[src/rtl/id_ex_reg.sv]
// ID/EX pipeline register: operand forwarding into the register, load-use hazard detection.
// Build macro ID_EX_FWD_EN enables MEM/WB forwarding; undefined, any RAW dependence stalls.
module id_ex_reg (
    input  logic        clk,
    input  logic        rst_n,
    input  logic        stall,
    input  logic        flush,
    input  logic        id_valid,
    input  logic [4:0]  id_rs,
    input  logic [4:0]  id_rt,
    input  logic [4:0]  id_rd,
    input  logic [31:0] id_rs_data,
    input  logic [31:0] id_rt_data,
    input  logic [31:0] id_imm,
    input  logic [4:0]  id_shamt,
    input  logic [3:0]  id_alu_op,
    input  logic        id_alu_src_imm,
    input  logic        id_shift_imm,
    input  logic        id_reg_write,
    input  logic        id_mem_read,
    input  logic        id_mem_write,
    input  logic [4:0]  mem_rd,
    input  logic [4:0]  wb_rd,
    input  logic        mem_reg_write,
    input  logic        wb_reg_write,
    input  logic [31:0] mem_result,
    input  logic [31:0] wb_result,
    output logic [31:0] ex_src_a,
    output logic [31:0] ex_src_b,
    output logic [31:0] ex_store_data,
    output logic [3:0]  ex_alu_op,
    output logic [4:0]  ex_rd,
    output logic        ex_valid,
    output logic        ex_reg_write,
    output logic        ex_mem_read,
    output logic        ex_mem_write,
    output logic        hazard_stall
);

    logic [31:0] src_a_q, src_a_d;
    logic [31:0] src_b_q, src_b_d;
    logic [31:0] store_data_q, store_data_d;
    logic [3:0]  alu_op_q, alu_op_d;
    logic [4:0]  rd_q, rd_d;
    logic        valid_q, valid_d;
    logic        reg_write_q, reg_write_d;
    logic        mem_read_q, mem_read_d;
    logic        mem_write_q, mem_write_d;

    logic [31:0] fwd_rs;
    logic [31:0] fwd_rt;
    logic        hazard;
    logic        load_bubble;
    logic        load_new;

`ifdef ID_EX_FWD_EN
    // MEM is the younger producer, so it wins over WB when both match.
    always_comb begin
        fwd_rs = id_rs_data;
        fwd_rt = id_rt_data;
        if (mem_reg_write && (mem_rd == id_rs) && (id_rs != 5'd0)) begin
            fwd_rs = mem_result;
        end else if (wb_reg_write && (wb_rd == id_rs) && (id_rs != 5'd0)) begin
            fwd_rs = wb_result;
        end
        if (mem_reg_write && (mem_rd == id_rt) && (id_rt != 5'd0)) begin
            fwd_rt = mem_result;
        end else if (wb_reg_write && (wb_rd == id_rt) && (id_rt != 5'd0)) begin
            fwd_rt = wb_result;
        end
    end

    always_comb begin
        hazard = valid_q && mem_read_q && (rd_q != 5'd0) && id_valid &&
                 ((rd_q == id_rs) || (rd_q == id_rt));
    end
`else
    logic ex_raw;
    logic mem_raw;
    logic unused_fwd;

    assign unused_fwd = ^{wb_rd, wb_reg_write, wb_result, mem_result};

    // Without forwarding every in-flight producer must drain before the consumer enters EX.
    always_comb begin
        fwd_rs  = id_rs_data;
        fwd_rt  = id_rt_data;
        ex_raw  = valid_q && reg_write_q && (rd_q != 5'd0) &&
                  ((rd_q == id_rs) || (rd_q == id_rt));
        mem_raw = mem_reg_write && (mem_rd != 5'd0) &&
                  ((mem_rd == id_rs) || (mem_rd == id_rt));
        hazard  = id_valid && (ex_raw || mem_raw);
    end
`endif

    assign load_bubble = flush || (!stall && hazard);
    assign load_new    = !flush && !stall && !hazard;

    // Priority: flush, then stall (hold), then hazard bubble, then normal load.
    always_comb begin
        src_a_d      = src_a_q;
        src_b_d      = src_b_q;
        store_data_d = store_data_q;
        alu_op_d     = alu_op_q;
        rd_d         = rd_q;
        valid_d      = valid_q;
        reg_write_d  = reg_write_q;
        mem_read_d   = mem_read_q;
        mem_write_d  = mem_write_q;
        if (load_bubble) begin
            src_a_d      = 32'd0;
            src_b_d      = 32'd0;
            store_data_d = 32'd0;
            alu_op_d     = 4'd0;
            rd_d         = 5'd0;
            valid_d      = 1'b0;
            reg_write_d  = 1'b0;
            mem_read_d   = 1'b0;
            mem_write_d  = 1'b0;
        end else if (load_new) begin
            src_a_d      = id_shift_imm ? {27'd0, id_shamt} : fwd_rs;
            src_b_d      = id_alu_src_imm ? id_imm : fwd_rt;
            store_data_d = fwd_rt;
            alu_op_d     = id_alu_op;
            rd_d         = id_rd;
            valid_d      = id_valid;
            reg_write_d  = id_valid && id_reg_write;
            mem_read_d   = id_valid && id_mem_read;
            mem_write_d  = id_valid && id_mem_write;
        end
    end

    always_ff @(posedge clk or negedge rst_n) begin
        if (!rst_n) begin
            src_a_q      <= 32'd0;
            src_b_q      <= 32'd0;
            store_data_q <= 32'd0;
            alu_op_q     <= 4'd0;
            rd_q         <= 5'd0;
            valid_q      <= 1'b0;
            reg_write_q  <= 1'b0;
            mem_read_q   <= 1'b0;
            mem_write_q  <= 1'b0;
        end else begin
            src_a_q      <= src_a_d;
            src_b_q      <= src_b_d;
            store_data_q <= store_data_d;
            alu_op_q     <= alu_op_d;
            rd_q         <= rd_d;
            valid_q      <= valid_d;
            reg_write_q  <= reg_write_d;
            mem_read_q   <= mem_read_d;
            mem_write_q  <= mem_write_d;
        end
    end

    assign ex_src_a      = src_a_q;
    assign ex_src_b      = src_b_q;
    assign ex_store_data = store_data_q;
    assign ex_alu_op     = alu_op_q;
    assign ex_rd         = rd_q;
    assign ex_valid      = valid_q;
    assign ex_reg_write  = reg_write_q;
    assign ex_mem_read   = mem_read_q;
    assign ex_mem_write  = mem_write_q;
    assign hazard_stall  = hazard;

endmodule
[config.mk]
export PLATFORM = sky130hd
export DESIGN_NAME = id_ex_reg
export DESIGN_NICKNAME = d
export VERILOG_FILES = /design/src/rtl/id_ex_reg.sv
export SDC_FILE = /design/constraint.sdc
export NUM_CORES = 1
export LEC_CHECK = 0
export ABC_CLOCK_PERIOD_IN_PS = 2240
export BUFFER_PORTS_ARGS = -buffer_cell sky130_fd_sc_hd__buf_2
export CAP_MARGIN = 20
export CORE_MARGIN = 5
export CORE_UTILIZATION = 30
export DETAILED_ROUTE_END_ITERATION = 7
export PLACE_DENSITY = 0.61
export SETUP_SLACK_MARGIN = 0.3
export SLEW_MARGIN = 40
export SYNTH_ARGS = -nofsm -noshare
export SYNTH_HDL_FRONTEND = slang
export SYNTH_SLANG_ARGS = --single-unit
export TNS_END_PERCENT = 100
[constraint.sdc]
create_clock -name clk -period 2.24 [get_ports clk]
set_input_delay 0.224 -clock clk [delete_from_list [all_inputs] [get_ports clk]]
set_output_delay 0.224 -clock clk [all_outputs]
set_load 0.03 [all_outputs]
==> impl_metrics.json <==
{
  "wirelength_um": 16000,
  "critPathLaunchType": "flop",
  "yosys.area.top_type": "dfrtp_1",
  "irDropWorstVdd_v": 0.000330,
  "maxSlewViolCount": 0,
  "yosysMostFrequentCell": "dfrtp_1",
  "max_freq_mhz": 473,
  "avgSynthCellArea_um2": 11.8,
  "start_util_pct": 30.3,
  "track_usage_pct": 15.1,
  "initialDrtViolationCount": 200,
  "yosysTopAreaCellShare_pct": 54.7,
  "rr_worst_depth": 7,
  "fin_setup_tns_ns": 0,
  "tritoncts": "yes",
  "slowest_stage": "or4_4",
  "cp_num_buf_inv": 2,
  "crit_fanout": 2,
  "synthCells": 423,
  "ant_nets": 0,
  "setup_violations": 0,
  "slew_headroom_pct": 53.6,
  "grt_setup_unrepaired": "yes",
  "whs_endpoint": "ex_src_a[6]",
  "rr_endpoint": "ex_src_a[26]",
  "synth.distinct_cells": 25,
  "path_class": "flop to primary output",
  "power.leakage_nw": 3.79,
  "min_period_over_period_pct": 94.4,
  "pre_cts_ws_ns": 0.206,
  "grt-ovfl-total": 0,
  "cp_top_family": "simple AND/OR/NAND/NOR gates",
  "finalHoldViolations": 0,
  "reg2reg_slack_ns": 0.15,
  "min_from": "id_rs_data[6]",
  "synth_seq_cells": 109,
  "hpwl_um": 10700,
  "clk_latency_ns": 0.35,
  "gp_congestion": 0.875,
  "tightest_slew_ns": 0.696,
  "syn_to_final_growth_pct": 43.2,
  "reg2reg_from": "ex_rd[3]",
  "final_nets": 881,
  "grt_max_degree": 56,
  "drc": 0,
  "cts_root_buf": "clkbuf_16",
  "antenna_found_initial": 0,
  "num_rows": 47,
  "yosys_warnings": 0,
  "synth_edf_count": 0,
  "cts_max_level": 3,
  "syn_nets": 629,
  "diodes": 0,
  "p_per_area_mw_per_mm2": 649,
  "ys_seq_area_share_pct": 54.7,
  "portBuffers": 245,
  "required_ns": 2.02,
  "max_stage_delay_ns": 0.55,
  "grt_pass1_wl_um": 24000,
  "synth_ff_type": "dfrtp_1",
  "chipHeight_um": 139,
  "syn-cell-area_mm2": 0.00498,
  "synth_area_leaders": "dfrtp_1, a32o_1, mux2i_1",
  "crit_chain": "or4_4 -> o2111ai_4 -> o22a_2 -> inv_2 -> buf_6",
  "drtPass1Iterations": 4,
  "async_flop_share_pct": 100,
  "end_kind": "primary output",
  "clkTransAtPathRegs_ns": 0.07,
  "status": "completed",
  "dieArea_mm2": 0.0193,
  "hold_path_depth": 3,
  "cp.arrival_ns": 1.89,
  "clkSinkCount": 109,
  "finClkSkew_ns": 0.0111,
  "maxCapViolCount": 0,
  "vias": 4323,
  "ioPinCount": 316,
  "cts_max_path_buffers": 2,
  "hold_path.class": "input port to flop",
  "via_per_inst": 4.80,
  "period_needed_ns": 2.11,
  "synth_commonest_cells": "dfrtp_1, nand2_1, a32o_1",
  "core-area_mm2": 0.0165,
  "die_w_um": 139,
  "post-route-util_pct": 43.4,
  "grt_pass1_vias": 4549,
  "routedWlPerCell_um": 17.8,
  "numCtsBuffers": 9,
  "drive_gt1_share_pct": 49.1,
  "timing.final.ws_setup_ns": 0.125
}
==> routing by layer <==
metal	wire (µm)	GRT usage (%)	vias up
met3	1240	5.10	16
met2	7970	25.4	174
met5	0	0	-
li1	-	-	2022
met1	6650	18.9	2111
met4	178	3.19	0
==> metrics by stage <==
| step | hold WS, ns | area (µm²) | std cells | power [mW] |
|---|---|---|---|---|
| floorplan | -0.0716 | 4990 | 423 | 2.67 |
| global placement | 0.292 | 6420 | 864 | 3.03 |
| detailed placement | 0.309 | 6420 | 864 | 3.05 |
| CTS | 0.0937 | 6890 | 889 | 4.64 |
| global route | 0.0947 | 7140 | 900 | 4.86 |
| finish | 0.109 | 7140 | 900 | 4.63 |
==> logic make-up (layout without fill, tap and decap cells) <==
kind of cell           Yosys count  in the layout  share of synthesized area [%]
AO/OA/AOI/OAI                  115            115                           21.2
XOR/XNOR                        20             20                           3.51
buffers and inverters           63            320                           6.70
flip-flops                     109            109                           54.7
multiplexers                    37             37                           7.43
AND/OR/NAND/NOR                 79             79                           6.45
==> report_power, final <==
part,total [mW],switching [mW],internal (mW)
Clock,1.54,0.741,0.797
Sequential,2.14,0.0651,2.08
Combinational,0.951,0.592,0.359
Total,4.63,1.40,3.23
==> layout by cell type (no fill, tap or decap), drive strengths merged, types with 3 or more instances in the layout <==
master,count
a22o,3
a32o,42
and3,3
buf,269
clkbuf,17
dfrtp,109
inv,30
mux2i,37
nand2,64
nor2,5
nor3,4
o21ai,37
o31ai,27
xor2,20
==> sequential cells by signal, indices dropped and copies added (netlist names) <==
register and flops:
ex_rd 5, ex_valid 1, ex_src_a 32, ex_alu_op 4
ex_store_data 32, ex_mem_read 1, ex_mem_write 1, ex_src_b 32
ex_reg_write 1
==> tightest hold or removal path: cells and delay by family <==
kind	cells	cell delay (ns)
buffers and inverters	2	0.13
AO/OA/AOI/OAI	1	0.06
==> layout make-up <==
cell class              instances  area [µm²]
well taps                     220         275
inverters                      28         105
repair buffers                276        1740
clock buffers                  11         243
multi-input cells             251        2000
clock inverters                 5        41.3
flip-flops and latches        109        2730
fillers                      1664        9330
==> how the worst max path moves through the flow <==
stage	startpoint	endpoint	slack (ns)	cells after the start
2_1_floorplan	ex_rd[3]	hazard_stall	0.19	6
3_3_place_gp	ex_rd[3]	ex_src_b[22]	0.30	5
3_5_place_dp	ex_rd[3]	ex_src_a[7]	0.21	5
4_1_cts	ex_rd[4]	hazard_stall	0.1	5
5_1_grt	ex_rd[3]	hazard_stall	0.04	5
6_report	ex_rd[3]	hazard_stall	0.13	5
==> timing repair <==
| action | 4_1_cts | 5_1_grt |
|---|---|---|
| buffers inserted | 5 | 4 |
| endpoints found under the hold margin | 50 | 0 |
| pin swaps | 3 | 25 |
| cloned | 3 | 7 |
| endpoints found under the setup margin | 80 | 110 |
| resized for setup | 12 | 44 |
| hold buffers | 1 | 0 |
No activity file was read; power rests on OpenSTA's default activity.
